$ cat config.mk
export PLATFORM = sky130hd
export DESIGN_NAME = fetch_stage_flat
export DESIGN_NICKNAME = d
export VERILOG_FILES = /design/src/rtl/cpu_pkg.sv /design/src/rtl/fetch_stage_if.sv /design/src/rtl/pc_next_mux.sv /design/src/rtl/fetch_stage.sv /design/src/flat_wrapper.sv
export SDC_FILE = /design/constraint.sdc
export NUM_CORES = 1
export LEC_CHECK = 0
export ABC_AREA = 1
export CAP_MARGIN = 15
export CORE_MARGIN = 2
export CORE_UTILIZATION = 49
export DETAILED_ROUTE_END_ITERATION = 16
export PLACE_DENSITY = 0.81
export SYNTH_ARGS = -nofsm -noshare
export SYNTH_HDL_FRONTEND = slang
export SYNTH_SLANG_ARGS = --single-unit
$ cat constraint.sdc
create_clock -name clk_i -period 6.3 [get_ports clk_i]
set_clock_uncertainty 0.15 [all_clocks]
set_input_delay 1.26 -clock clk_i [delete_from_list [all_inputs] [get_ports clk_i]]
set_output_delay 1.26 -clock clk_i [all_outputs]
set_load 0.02 [all_outputs]
$ cat src/rtl/cpu_pkg.sv
// rtl/cpu_pkg.sv - shared opcode constants, fetch state type and jump helper
package cpu_pkg;

    localparam logic [5:0]  OP_RTYPE          = 6'b000000;
    localparam logic [5:0]  OP_J              = 6'b000010;
    localparam logic [5:0]  OP_BEQ            = 6'b000100;

    // sll $0,$0,0 encodes as all zeros
    localparam logic [31:0] NOP_INSTR_DEFAULT = 32'h0000_0000;

    typedef enum logic {
        FS_IDLE = 1'b0,
        FS_RUN  = 1'b1
    } fetch_state_t;

    // J-type target: upper nibble of PC+4 joined with the word-aligned 26-bit index
    function automatic logic [31:0] jump_target(input logic [31:0] pc4,
                                                input logic [31:0] instr);
        return (pc4 & 32'hF000_0000) | ((instr << 2) & 32'h0FFF_FFFC);
    endfunction

endpackage

$ cat src/rtl/fetch_stage_if.sv
// rtl/fetch_stage_if.sv - fetch stage bus: ID redirects, imem port, IF/ID outputs
interface fetch_stage_if;

    logic        start_i;
    logic        stall_i;
    logic        branch_taken_i;
    logic [31:0] branch_target_i;
    logic        jump_i;
    logic [31:0] inst_addr_o;
    logic [31:0] inst_data_i;
    logic [31:0] if_id_instr_o;
    logic [31:0] if_id_pc4_o;
    logic        if_id_valid_o;
    logic [5:0]  op_o;
    logic [31:0] fetch_count_o;
    logic [31:0] stall_count_o;

    // Fetch stage side
    modport slave (
        input  start_i, stall_i, branch_taken_i, branch_target_i, jump_i, inst_data_i,
        output inst_addr_o, if_id_instr_o, if_id_pc4_o, if_id_valid_o, op_o,
        output fetch_count_o, stall_count_o
    );

    // Pipeline / memory side
    modport master (
        output start_i, stall_i, branch_taken_i, branch_target_i, jump_i, inst_data_i,
        input  inst_addr_o, if_id_instr_o, if_id_pc4_o, if_id_valid_o, op_o,
        input  fetch_count_o, stall_count_o
    );

endinterface

$ cat src/rtl/pc_next_mux.sv
// rtl/pc_next_mux.sv - next-PC and IF/ID next-value select with stall/jump/branch priority
module pc_next_mux
    import cpu_pkg::*;
#(
    parameter logic [31:0] NOP_INSTR = NOP_INSTR_DEFAULT
) (
    input  logic        i_run,
    input  logic        i_stall,
    input  logic        i_jump,
    input  logic        i_branch_taken,
    input  logic [31:0] i_branch_target,
    input  logic [31:0] i_pc,
    input  logic [31:0] i_if_id_instr,
    input  logic [31:0] i_if_id_pc4,
    input  logic        i_if_id_valid,
    input  logic [31:0] i_inst_data,
    output logic [31:0] o_pc_next,
    output logic [31:0] o_instr_next,
    output logic [31:0] o_pc4_next,
    output logic        o_valid_next,
    output logic        o_fetch,
    output logic        o_stall
);

    logic [31:0] w_pc4;

    assign w_pc4 = i_pc + 32'd4;

    // Priority select; redirects only count when ID holds a real instruction
    always_comb begin
        o_pc_next    = i_pc;
        o_instr_next = i_if_id_instr;
        o_pc4_next   = i_if_id_pc4;
        o_valid_next = i_if_id_valid;
        o_fetch      = 1'b0;
        o_stall      = 1'b0;
        if (i_run) begin
            if (i_stall) begin
                o_stall = 1'b1;
            end else if (i_if_id_valid && i_jump) begin
                o_pc_next    = jump_target(i_if_id_pc4, i_if_id_instr);
                o_instr_next = NOP_INSTR;
                o_pc4_next   = 32'd0;
                o_valid_next = 1'b0;
            end else if (i_if_id_valid && i_branch_taken) begin
                o_pc_next    = i_branch_target & ~32'd3;
                o_instr_next = NOP_INSTR;
                o_pc4_next   = 32'd0;
                o_valid_next = 1'b0;
            end else begin
                o_pc_next    = w_pc4;
                o_instr_next = i_inst_data;
                o_pc4_next   = w_pc4;
                o_valid_next = 1'b1;
                o_fetch      = 1'b1;
            end
        end
    end

endmodule

$ cat src/rtl/fetch_stage.sv
// rtl/fetch_stage.sv - PC register, IF/ID pipeline register, start FSM and counters
module fetch_stage
    import cpu_pkg::*;
#(
    parameter logic [31:0] RESET_PC  = 32'h0000_0000,
    parameter logic [31:0] NOP_INSTR = NOP_INSTR_DEFAULT
) (
    input  logic          clk_i,
    input  logic          rst_i,
    fetch_stage_if.slave  bus
);

    fetch_state_t r_state;
    fetch_state_t w_state_next;

    logic [31:0] r_pc;
    logic [31:0] r_if_id_instr;
    logic [31:0] r_if_id_pc4;
    logic        r_if_id_valid;
    logic [31:0] r_fetch_count;
    logic [31:0] r_stall_count;

    logic        w_run;
    logic [31:0] w_pc_next;
    logic [31:0] w_instr_next;
    logic [31:0] w_pc4_next;
    logic        w_valid_next;
    logic        w_fetch;
    logic        w_stall;

    assign w_run = (r_state == FS_RUN);

    // State register
    always_ff @(posedge clk_i or posedge rst_i) begin
        if (rst_i) begin
            r_state <= FS_IDLE;
        end else begin
            r_state <= w_state_next;
        end
    end

    // Next state: IDLE waits for start, RUN is only left through reset
    always_comb begin
        w_state_next = r_state;
        case (r_state)
            FS_IDLE: if (bus.start_i) w_state_next = FS_RUN;
            FS_RUN:  w_state_next = FS_RUN;
            default: w_state_next = FS_IDLE;
        endcase
    end

    pc_next_mux #(
        .NOP_INSTR (NOP_INSTR)
    ) u_pc_next_mux (
        .i_run           (w_run),
        .i_stall         (bus.stall_i),
        .i_jump          (bus.jump_i),
        .i_branch_taken  (bus.branch_taken_i),
        .i_branch_target (bus.branch_target_i),
        .i_pc            (r_pc),
        .i_if_id_instr   (r_if_id_instr),
        .i_if_id_pc4     (r_if_id_pc4),
        .i_if_id_valid   (r_if_id_valid),
        .i_inst_data     (bus.inst_data_i),
        .o_pc_next       (w_pc_next),
        .o_instr_next    (w_instr_next),
        .o_pc4_next      (w_pc4_next),
        .o_valid_next    (w_valid_next),
        .o_fetch         (w_fetch),
        .o_stall         (w_stall)
    );

    // PC and IF/ID pipeline register
    always_ff @(posedge clk_i or posedge rst_i) begin
        if (rst_i) begin
            r_pc          <= RESET_PC;
            r_if_id_instr <= NOP_INSTR;
            r_if_id_pc4   <= 32'd0;
            r_if_id_valid <= 1'b0;
        end else begin
            r_pc          <= w_pc_next;
            r_if_id_instr <= w_instr_next;
            r_if_id_pc4   <= w_pc4_next;
            r_if_id_valid <= w_valid_next;
        end
    end

    // Fetch and stall counters, free-running with natural wrap
    always_ff @(posedge clk_i or posedge rst_i) begin
        if (rst_i) begin
            r_fetch_count <= 32'd0;
            r_stall_count <= 32'd0;
        end else begin
            if (w_fetch) r_fetch_count <= r_fetch_count + 32'd1;
            if (w_stall) r_stall_count <= r_stall_count + 32'd1;
        end
    end

    assign bus.inst_addr_o   = r_pc;
    assign bus.if_id_instr_o = r_if_id_instr;
    assign bus.if_id_pc4_o   = r_if_id_pc4;
    assign bus.if_id_valid_o = r_if_id_valid;
    assign bus.op_o          = r_if_id_instr[31:26];
    assign bus.fetch_count_o = r_fetch_count;
    assign bus.stall_count_o = r_stall_count;

endmodule

$ cat src/flat_wrapper.sv
// flat-port wrapper written by rule: the top's interface ports become plain ports
module fetch_stage_flat import cpu_pkg::*;
#(
    parameter logic [31:0] RESET_PC  = 32'h0000_0000,
    parameter logic [31:0] NOP_INSTR = NOP_INSTR_DEFAULT
)
  (clk_i, rst_i, bus_start_i, bus_stall_i, bus_branch_taken_i, bus_branch_target_i, bus_jump_i, bus_inst_data_i, bus_inst_addr_o, bus_if_id_instr_o, bus_if_id_pc4_o, bus_if_id_valid_o, bus_op_o, bus_fetch_count_o, bus_stall_count_o);
  fetch_stage_if bus_i ();
  input  logic clk_i;
  input  logic rst_i;
  input wire logic [$bits(bus_i.start_i)-1:0] bus_start_i;
  input wire logic [$bits(bus_i.stall_i)-1:0] bus_stall_i;
  input wire logic [$bits(bus_i.branch_taken_i)-1:0] bus_branch_taken_i;
  input wire logic [$bits(bus_i.branch_target_i)-1:0] bus_branch_target_i;
  input wire logic [$bits(bus_i.jump_i)-1:0] bus_jump_i;
  input wire logic [$bits(bus_i.inst_data_i)-1:0] bus_inst_data_i;
  output wire logic [$bits(bus_i.inst_addr_o)-1:0] bus_inst_addr_o;
  output wire logic [$bits(bus_i.if_id_instr_o)-1:0] bus_if_id_instr_o;
  output wire logic [$bits(bus_i.if_id_pc4_o)-1:0] bus_if_id_pc4_o;
  output wire logic [$bits(bus_i.if_id_valid_o)-1:0] bus_if_id_valid_o;
  output wire logic [$bits(bus_i.op_o)-1:0] bus_op_o;
  output wire logic [$bits(bus_i.fetch_count_o)-1:0] bus_fetch_count_o;
  output wire logic [$bits(bus_i.stall_count_o)-1:0] bus_stall_count_o;
  assign bus_i.start_i = bus_start_i;
  assign bus_i.stall_i = bus_stall_i;
  assign bus_i.branch_taken_i = bus_branch_taken_i;
  assign bus_i.branch_target_i = bus_branch_target_i;
  assign bus_i.jump_i = bus_jump_i;
  assign bus_i.inst_data_i = bus_inst_data_i;
  assign bus_inst_addr_o = bus_i.inst_addr_o;
  assign bus_if_id_instr_o = bus_i.if_id_instr_o;
  assign bus_if_id_pc4_o = bus_i.if_id_pc4_o;
  assign bus_if_id_valid_o = bus_i.if_id_valid_o;
  assign bus_op_o = bus_i.op_o;
  assign bus_fetch_count_o = bus_i.fetch_count_o;
  assign bus_stall_count_o = bus_i.stall_count_o;
  fetch_stage #(.RESET_PC(RESET_PC), .NOP_INSTR(NOP_INSTR)) u_core (.clk_i(clk_i), .rst_i(rst_i), .bus(bus_i));
endmodule
Word-level counts from Yosys, hierarchy flattened

Cells that the tools add are included.

Bits in registers: 162
Word-level logic and storage cells: 30

Add/subtract/negate cells: 3
Mux-type cells: 14
Bitwise gates (word level): 3
Reductions and logical operators: 3

Operators by type and width:

| cell                                           | count |
|---|---|
| two-way mux 32 bit                             | 6 |
| adder 32 x 1 -> 32 bit (second input constant) | 2 |
| adder 32 x 3 -> 32 bit (second input constant) | 1 |
| OR 32 x 28 -> 32 bit                           | 1 |
| two-way mux 1 bit                              | 7 |
| logical AND 1 bit                              | 2 |
| inverter 1 bit                                 | 2 |
| one-hot mux 1 bit (2 select lines)             | 1 |
| AND reduction 2 bit                            | 1 |

Depth between registers and ports, before layout

Gate-level depths: netlist of the first run.

Word-level depth: 5
Depth in mapped cells: 11

Hierarchy

From an unflattened synthesis of the first run, not the netlist that was laid out.

Cells, all modules: 1129
Area, all modules: 8889.8 um2

Modules (own cells, without submodules):

| module      | times used | cells each | area each (um2) | sequential area each (um2) |
|---|---|---|---|---|
| fetch_stage | 1          | 549        | 6194.7          | 4053.9 |
| pc_next_mux | 1          | 580        | 2695.1          | 0.0 |

Worst setup path before layout of the first run

No wires, ideal clock.

Path type: input to register
Start point: input port bus_branch_taken_i
End point: register u_core.r_pc[10] (netlist: u_core.bus.inst_addr_o[10])
Library setup time: 0.123 ns
Arrival time: 2.201 ns
Path slack: 3.826 ns
Cell stages on the path: 7
Buffers on the path: 1
Path through: nand2_1 -> clkinv_1 -> clkbuf_1 -> nand2_1 -> nand2_1 -> o21ai_0 -> nand2_1

Longest elaborated chain between the ends: 3

Ends and longest elaborated chain:

| what                 | line               | text |
|---|---|---|
| from (decl)          | flat_wrapper.sv:13 | `input wire logic [$bits(bus_i.branch_taken_i)-1:0] bus_branch_taken_i;` |
| logical AND 1 bit    | pc_next_mux.sv:45  | `end else if (i_if_id_valid && i_branch_taken) begin` |
| two-way mux 32 bit   | pc_next_mux.sv:45  |  |
| two-way mux 32 bit   | pc_next_mux.sv:40  | `end else if (i_if_id_valid && i_jump) begin` |
| to (signal assigned) | fetch_stage.sv:81  | `r_pc <= w_pc_next;` |
| to (decl)            | fetch_stage.sv:16  | `logic [31:0] r_pc;` |

No other way between the ends.
A chain may end at the register's enable or synchronous reset.

Worst setup path after layout of the first run

Start point: input port bus_jump_i
End point: register u_core.r_if_id_pc4[30] (netlist: u_core.bus.if_id_pc4_o[30])

Longest elaborated chain between the ends: 2

Ends and longest elaborated chain:

| what                 | line               | text |
|---|---|---|
| from (decl)          | flat_wrapper.sv:15 | `input wire logic [$bits(bus_i.jump_i)-1:0] bus_jump_i;` |
| logical AND 1 bit    | pc_next_mux.sv:40  |  |
| two-way mux 32 bit   | pc_next_mux.sv:40  |  |
| to (signal assigned) | fetch_stage.sv:83  | `r_if_id_pc4 <= w_pc4_next;` |
| to (decl)            | fetch_stage.sv:18  | `logic [31:0] r_if_id_pc4;` |

No other way between the ends.

==> results of run 1 <==
[sequential cells by signal, summed over array words and instances (netlist names)]
name,cells
u_core.bus.if_id_instr_o,32
u_core.r_state,1
u_core.bus.if_id_pc4_o,31
u_core.bus.if_id_valid_o,1
u_core.bus.fetch_count_o,32
u_core.bus.inst_addr_o,30
u_core.bus.stall_count_o,32
[area by class of cell]
| type | instances | area share |
|---|---|---|
| inverters | 126 | 0.0409 |
| multi-input cells | 821 | 0.345 |
| flip-flops and latches | 159 | 0.340 |
| clock buffers | 21 | 0.0385 |
| clock inverters | 10 | 0.00781 |
| well taps | 225 | 0.0241 |
| repair buffers | 239 | 0.203 |
[where the power goes]
group	total, mW	internal, mW	switching (mW)
Clock	0.974	0.550	0.424
Sequential	1.38	1.19	0.193
Combinational	1.14	0.506	0.638
Total	3.50	2.24	1.25
[per-layer routing]
| metal | vias up | global-route usage |
|---|---|---|
| met4 | 0 | 0.126 |
| li1 | 4041 | - |
| met1 | 3861 | 0.350 |
| met2 | 312 | 0.436 |
| met5 | - | 0 |
| met3 | 51 | 0.0556 |
[worst max-delay path by stage]
stage                     startpoint                                 endpoint  slack (ps)  cells past startpoint
after CTS                 bus_jump_i   u_core.bus.if_id_pc4_o[30]$_DFFE_PP0P_        2700                      8
after global routing      bus_jump_i   u_core.bus.if_id_pc4_o[31]$_DFFE_PP0P_        2500                      8
after floorplan                rst_i  u_core.bus.fetch_count_o[0]$_DFFE_PP0P_         600                      1
final                     bus_jump_i   u_core.bus.if_id_pc4_o[30]$_DFFE_PP0P_        2670                      8
after global placement    bus_jump_i   u_core.bus.if_id_pc4_o[29]$_DFFE_PP0P_        2290                      8
after detailed placement  bus_jump_i   u_core.bus.if_id_pc4_o[30]$_DFFE_PP0P_        2260                      8
[stage by stage]
stage | setup WS [ps] | std cells | util | cell area, um^2
2_1_floorplan | 598 | 1147 | - | 8690
3_3_place_gp | 2290 | 1570 | 0.645 | 11100
3_5_place_dp | 2260 | 1570 | 0.645 | 11100
4_1_cts | 2700 | 1601 | 0.676 | 11700
5_1_grt | 2500 | 1601 | 0.676 | 11700
6_report | 2670 | 1601 | 0.676 | 11700
[kinds of logic after synthesis]
| kind of cell | Yosys count |
|---|---|
| simple gates | 614 |
| buf+inv | 167 |
| flops | 159 |
| compound gates | 142 |
| xor+xnor | 60 |
| fa+ha+maj | 3 |
| other cells | 1 |
[worst max-delay path, stage by stage]
cell,delay (ps)
clkdlybuf4s50_1,410
nand2_1,110
buf_4,220
nand3_4,410
inv_2,720
buf_4,470
nand2_1,90
o21ai_0,90
[layout by cell type (no fill, tap or decap), types with 7 or more instances in the layout]
cell | synthesis | routed
o21ai_0 | 68 | 68
inv_1 | 122 | 120
buf_4 | 9 | 7
clkbuf_16 | 0 | 17
xor2_1 | 42 | 42
nand2_1 | 346 | 346
xnor2_1 | 18 | 18
a21o_1 | 9 | 9
a21oi_1 | 34 | 34
clkdlybuf4s50_1 | 0 | 232
a22o_1 | 22 | 22
nand3_1 | 47 | 47
nor3_1 | 16 | 16
nand3b_1 | 11 | 11
nand4_1 | 10 | 10
dfrtp_1 | 159 | 159
nor2_1 | 156 | 156
==> results.md, run 1 <==
- Die X: 137 um
- Final ANT Viol Nets: 0
- Final hold vios: 0
- Core area: 17300 um^2
- Number of synthesized flops with an enable pin: 0
- XOR/XNOR Fraction of Synth Area: 0.0605
- Synth Area per Inst: 7.58 um^2
- Power Total: 3.50 mW
- Post-CTS Hold Fix Bufs: 0
- HPWL after DPL: 18.1 mm
- Relative slew slack: 0.338
- Synth Warn #: 0
- Post-synthesis cell area: 8690 um^2
- Distinct cells, synth: 41
- Setup tns final: 0 ps
- Post-synth top area cell: dfrtp_1
- Most common library cells after synthesis: nand2_1, dfrtp_1, nor2_1
- Skew-Pair Late Insertion Delay: 430 ps
- Clock Path Buffers: 2
- Worst-Margin Slew: 991 ps
- Final Net Count: 1437
- Post-CTS Resized: 0
- Gpl congestion: 0.926
- Tot GR Track Use: 0.271
- Fin Hold WS: 326 ps
- Worst-path fanout max: 42
- Detailed-route DRC error count: 0
- Startpoint Class: input port
- Worst EP arrival: 3820 ps
- Total clock sinks: 159
- # setup viols final: 0
- Rows: 48
- Max Fclk: 276 MHz
- Mux cell area share after synthesis: 0
- Vias in the first global route: 7770
- Routed vias/inst: 5.16
- Final period util: 0.576
- Hold_sp: u_core.bus.if_id_pc4_o[22]$_DFFE_PP0P_
- CP Capture Type: flop
- Die height: 137 um
- Area occupied by multi-input gates: 4040 um^2
- Hold crit path type: reg -> reg
- Clk slew on worst S/H paths: 60 ps
- Status: finished clean
- Share of layout cells above drive strength 1: 0.0472
- Met3 routed WL: 1.67 mm
- Synthesis-stage register bit count: 159
- Drt wl/cell: 15.7 um
- Ranking of synthesized cells by area: dfrtp_1, nand2_1, nor2_1, inv_1, xor2_1
- Reg2reg start: u_core.bus.if_id_valid_o$_DFFE_PP0P_
- Static Leakage: 5.51 nW
- Tmin final: 3630 ps
- Highest routed layer: met4
- Ant. Diodes: 0
- TritonCTS clock tree: built
- PwrDens: 299 nW/um^2
- FILL cells: 1465
- Post-Synthesis Cells: 1146
- CTS Root Cell: clkbuf_16
- First-pass GRT wire length: 39.5 mm
- Critical path class: in -> reg
- Sequential area share after synthesis: 0.458
- Routed vias: 8265
- Synth Flop Type: dfrtp_1
- Hold path cells: 1
- Unrepaired setup endpoints after global routing: false
- Req. time, crit path: 6490 ps
- Initial Utilization: 0.502
- Largest net degree at the start of global routing: 83
- Yosys top cell area share: 0.458
- Die Area: 18800 um^2
- Synth Area in Adders: 0.00432
- R2r setup slk: 3490 ps
- Simple-gate portion of the synthesized area: 0.303
- # Max-Cap Violations: 0
- Final wirelength: 25.1 mm
- Initial antenna violation count: 0
- Area Overhead vs Synth: 34.6%
- RR Endpoint: u_core.bus.if_id_pc4_o[30]$_DFFE_PP0P_
- WHS Endpoint: u_core.bus.if_id_pc4_o[22]$_DFFE_PP0P_
- Worst reg2reg path depth: 7
- GR Overflow Total: 0
- Largest family of logic cells by synthesized area: simple AND/OR/NAND/NOR gates
- H-Tree Level Count: 4
- Number of detailed-route iterations in the first pass: 6
- Met2 routed WL: 11.7 mm
- Storage element area: 3980 um^2
- Slew Limit Fails: 0
- Post-CTS setup buffers: 0
- VDD IR-drop max: 0.226 mV
- IO Pins: 237
- Complex-gate fraction of the synthesized area: 0.0959
- Wl on met1: 10.9 mm
- DR iter-0 viols: 558
- Num CTS Buffers: 17
- PortBufs: 232
- Asr flop ratio synth: 1.00
- Top-count cell post-synth: nand2_1
No activity file was read; power rests on OpenSTA's default activity.
==> run 2: changes to the inputs <==
Clock period 6.3 ns to 3.45 ns, I/O delays scaled along.
==> run 2 against run 1 <==
Sequential share of layout area is 0.35 points lower. Non-clock buffer count increased by 5. Combinational power grew 84%. Register-to-register slack got worse by 2100 ps. Hold slack better by 4.7 ps. Die area is the same. Via count decreased by 0.50%. Critical endpoint is now bus_inst_addr_o[26]. Highest routed layer unchanged.
==> results.md, run 2 (synthesis gave the netlist of run 1 again) <==
- Worst EP arrival: 1550 ps
- Most frequent cells in the layout: nand2_1, clkdlybuf4s50_1, dfrtp_1, nor2_1, inv_1
- Final WS setup: 1060 ps
- Die X: 137 um
- Die Area: 18800 um^2
- Post-CTS setup buffers: 0
- H-Tree Level Count: 4
- Crit path largest cell delay: 650 ps
- Final ANT Viol Nets: 0
- Final Util: 0.683
- Area Overhead vs Synth: 36.0%
- Net switching power: 2.28 mW
- Tmin final: 2390 ps
- Clock Path Buffers: 2
- Worst path slowest cell: clkdlybuf4s50_1
- PwrDens: 553 nW/um^2
- Routed vias/inst: 5.12
- GR Overflow Total: 0
- Number of detailed-route iterations in the first pass: 5
- Vias in the first global route: 7763
- Sequential power share: 0.387
- Final wirelength: 25.1 mm
- Final Instance Area: 11800 um^2
- Drt wl/cell: 15.7 um
- Gpl congestion: 0.919
- Req. time, crit path: 2610 ps
- Core area: 17300 um^2
- First-pass GRT wire length: 39.5 mm
- HPWL after DPL: 18.3 mm
- # Max-Cap Violations: 0
- Ant. Diodes: 0
- Final Net Count: 1442
- Routing usage on met1: 0.352
- IO Pins: 237
- Internal power: 4.26 mW
- Max Fclk: 418 MHz
- Skew-Pair Late Insertion Delay: 420 ps
- VDD IR-drop max: 0.485 mV
- Slew Limit Fails: 0
- Setup tns final: 0 ps
- Startpoint Class: flop
- Initial Utilization: 0.502
- Post-CTS Resized: 0
- Die height: 137 um
- Tot GR Track Use: 0.270
- GRT met3 Usage: 0.0619
- Pre-CTS WS: 607 ps
- Unrepaired setup endpoints after global routing: false
- Worst-path fanout max: 7
- Rows: 48
- Final hold vios: 0
- PortBufs: 232
- Num CTS Buffers: 17
- Most common cell after layout, fill and taps aside: nand2_1
- Final period util: 0.694
- Critical path class: reg -> out
- Hold crit path type: reg -> reg
- Placed Area: 11200 um^2
- Crit path max-delay family: buffers and inverters
- # setup viols final: 0
- Worst-Margin Slew: 652 ps
- Switch share: 0.349
- Initial antenna violation count: 0
- Routed vias: 8224
- Detailed-route DRC error count: 0
- Post-CTS Hold Fix Bufs: 0
- TritonCTS clock tree: built
- CTS Root Cell: clkbuf_16
- Logic pwr share: 0.322
- Clk pwr share: 0.292
- DR iter-0 viols: 561
- CP Capture Type: primary output
- Gr busiest metal: met2
- Share of layout cells above drive strength 1: 0.0514
- CP cell instances: clkdlybuf4s50_1
- Relative slew slack: 0.565
- Buffers & Inverters on Critical Path: 1
- Clk slew on worst S/H paths: 60 ps
- Static Leakage: 5.58 nW
- Total clock sinks: 159
- Largest net degree at the start of global routing: 92
- M2 GR Usage: 0.446
- Status: finished clean
## run 2: cell types whose count changed in the layout (fill, tap and decap cells not counted), sizes merged
cell / change
inv: -1
clkbuf: -1
bufinv: +2
buf: +5
clkinv: +1
clkinvlp: -1
## run 2: final cells by class
type / count / area (um^2)
repair buffers: 244 / 2450
multi-input cells: 821 / 4040
fillers: 1429 / 5490
flip-flops and latches: 159 / 3980
well taps: 225 / 282
inverters: 126 / 477
clock inverters: 11 / 141
clock buffers: 20 / 447
## run 2: final timing paths
path,start,end,slack [ps],cells past startpoint
max,u_core.bus.inst_addr_o[26]$_DFFE_PP0P_,bus_inst_addr_o[26],1060,1
min,u_core.bus.if_id_pc4_o[21]$_DFFE_PP0P_,u_core.bus.if_id_pc4_o[21]$_DFFE_PP0P_,330,1
max reg2reg,u_core.bus.if_id_valid_o$_DFFE_PP0P_,u_core.bus.fetch_count_o[26]$_DFFE_PP0P_,1380,6
min reg2reg,u_core.bus.if_id_pc4_o[21]$_DFFE_PP0P_,u_core.bus.if_id_pc4_o[21]$_DFFE_PP0P_,330,1
max in group asynchronous,rst_i,u_core.bus.inst_addr_o[22]$_DFFE_PP0P_,2110,3
min in group asynchronous,rst_i,u_core.bus.fetch_count_o[22]$_DFFE_PP0P_,610,3
## run 2: power groups by stage
stage	Sequential (mW)	Combinational, mW	Clock, mW
4_1_cts	2.52	2.12	1.93
2_1_floorplan	2.85	0.787	0
6_report	2.53	2.10	1.90
3_5_place_dp	2.54	2.11	0
5_1_grt	2.57	2.27	2.01
3_3_place_gp	2.54	2.06	0
## run 2: stage by stage
step / cells / total power [mW] / hold WS [ps]
final: 1606 / 6.53 / 331
after global routing: 1606 / 6.85 / 347
after CTS: 1606 / 6.57 / 335
after detailed placement: 1575 / 4.65 / 320
after global placement: 1575 / 4.59 / 308
after floorplan: 1147 / 3.64 / 391
## run 2: routing by layer
| metal | part of all wire | routed length, um | vias up |
|---|---|---|---|
| met2 | 0.49 | 12200 | 271 |
| met5 | 0 | 0 | - |
| li1 | - | - | 4046 |
| met4 | 0.022 | 560 | 0 |
| met3 | 0.064 | 1620 | 40 |
| met1 | 0.43 | 10700 | 3867 |
==> RTL edit (flow settings as in run 1) <==
Reset style: synchronous (`rst_i`), changed in 3 clocked blocks.
--- a/src/rtl/fetch_stage.sv
+++ b/src/rtl/fetch_stage.sv
@@ -32,5 +32,5 @@
 
     // State register
-    always_ff @(posedge clk_i or posedge rst_i) begin
+    always_ff @(posedge clk_i) begin
         if (rst_i) begin
             r_state <= FS_IDLE;
@@ -72,5 +72,5 @@
 
     // PC and IF/ID pipeline register
-    always_ff @(posedge clk_i or posedge rst_i) begin
+    always_ff @(posedge clk_i) begin
         if (rst_i) begin
             r_pc          <= RESET_PC;
@@ -87,5 +87,5 @@
 
     // Fetch and stall counters, free-running with natural wrap
-    always_ff @(posedge clk_i or posedge rst_i) begin
+    always_ff @(posedge clk_i) begin
         if (rst_i) begin
             r_fetch_count <= 32'd0;
Formal check against the unedited RTL: differs if rst_i is asserted again (counterexample within 4 cycles, from zero or initial values and one cycle with rst_i high); with rst_i held inactive, the same outputs for 4 cycles.
==> RTL edit against run 1 <==
Sequential cell count is the same; register-to-register slack lost 0.04 ns; synthesized area shrank 0.79%; synthesized cell count grew 22%; via count grew 15%; wire length grew 6.6%; worst setup slack lost 0.16 ns; cell area shrank 0.88%; critical path type unchanged.
Power is not compared: it rests on default switching activity, and its combinational part moved more than twofold at a synthesized area within 25%.
==> RTL edit: results (changes against run 1) <==
[setup_path]
regToRegStartpoint = u_core.bus.if_id_valid_o
crit_path_max_incr_delay_ns = 0.75  ; +0.03 ns
critical-path-slowest-cell = sky130_fd_sc_hd__clkinv_1
cp.arrival_ns = 3.90  ; +0.08 ns
worstPathMaxFanout = 37  ; -12%
reg2reg_setup_slack_ns = 3.45  ; -0.04 ns
reg2reg_to = u_core.bus.if_id_instr_o[14]

[routing]
met2_length_um = 12600  ; +8.2%
drtIter0Drc = 709  ; +27%
route.vias.total = 9542  ; +15%
route.layer.met1.wl_um = 11100  ; +2.1%
routed_wl_per_cell_um = 14.6  ; -6.8%
wl_met3_um = 2220  ; +33%

[placed_design]
globalplace.congestion = 0.941  ; +1.7%
worst_slack_at_placement_ns = 2.06  ; -0.203 ns
dp.final_hpwl_um = 19200  ; +5.6%
postPlaceCellArea_um2 = 11000  ; -1.5%

[layout]
share_of_cell_area_taken_by_flip_flops_and_latches_pct = 27.5  ; -6.6 points
finish.cell_count_without_fillers = 1831  ; +14%
clock_buffer_count = 23  ; +9.5%
non_clock_buffer_area_share_pct = 20.5  ; +0.16 points
share_of_cell_area_taken_by_multi_input_logic_gates_pct = 40.8  ; +6.3 points
seqCellArea_um2 = 3180  ; -20%
num_antenna_cells = 1  ; +1
non_clock_inverter_count = 111  ; -12%
final_sequential_cell_count = 159  ; unchanged
area_share_clock_buf_inv_pct = 5.22  ; +0.58 points
final_net_count = 1665  ; +16%
layout-drive-gt1-share_pct = 4.74  ; +0.011 points
num-multi-input-gates = 1064  ; +30%

[grt]
global_route.usage.met3_pct = 4.59  ; -0.96 points
grt_antenna_before_repair = 1  ; +1
grt.met1_usage_pct = 37.5  ; +2.5 points
globalRouteMet2Util_pct = 47.1  ; +3.5 points
global_route.usage.total_pct = 28.6  ; +1.5 points
grt_pass1_wl_um = 42800  ; +8.3%
first_global_vias = 8688  ; +12%
grt_max_degree = 79  ; -4.8%

[synth]
synth-adder-area-share_pct = 0.436  ; +0.0035 points
yosys.area_share.xor_xnor_pct = 2.24  ; -3.8 points
synth_top_flop_cell = sky130_fd_sc_hd__dfxtp_1
synth_cells = 1396  ; +22%
synth_top_cells_by_area = sky130_fd_sc_hd__dfxtp_1 (37%), sky130_fd_sc_hd__nand2_1 (22%), sky130_fd_sc_hd__nor2_1 (9.3%)
async_flop_share_pct = 0  ; -100 points
synth_top_cells_by_count = sky130_fd_sc_hd__nand2_1 (497), sky130_fd_sc_hd__nor2_1 (213), sky130_fd_sc_hd__dfxtp_1 (159)
synth.mux.area_fraction_pct = 0  ; unchanged
netlist-cell-type-count = 37  ; -9.8%
synth-seq-area-share_pct = 36.9  ; -8.9 points
synth-compound-area-share_pct = 12.0  ; +2.4 points

[timing]
whs_ns = 0.314  ; -0.0116 ns
tightestPinTransition_ns = 0.870  ; -0.121 ns

[hold_path]
worstHoldStart = u_core.bus.if_id_pc4_o[9]
hold_depth = 2  ; +1

[power_and_ir_drop]
power.static_leakage_nw = 4.20

[outcome]
status = completed

-- RTL edit: power by group through the flow --
stage | Combinational (mW) | Sequential, mW | Clock, mW
detailed placement | 0.272 | 1.09 | 0
floorplan | 0.118 | 1.11 | 0
CTS | 0.274 | 1.06 | 1.07
global placement | 0.269 | 1.09 | 0
finish | 0.274 | 1.07 | 1.05
global route | 0.298 | 1.07 | 1.11
-- RTL edit: worst max-delay path by stage --
| stage | cells after the start | start | slack [ns] | endpoint |
|---|---|---|---|---|
| after floorplan | 8 | bus_branch_taken_i | 3.90 | u_core.bus.fetch_count_o[5] |
| after global placement | 7 | bus_stall_i | 2.10 | u_core.bus.inst_addr_o[2] |
| after detailed placement | 7 | bus_stall_i | 2.06 | u_core.bus.inst_addr_o[2] |
| after CTS | 7 | bus_stall_i | 2.51 | u_core.bus.inst_addr_o[5] |
| after global routing | 7 | bus_stall_i | 2.23 | u_core.bus.inst_addr_o[2] |
| final | 7 | bus_stall_i | 2.51 | u_core.bus.inst_addr_o[2] |
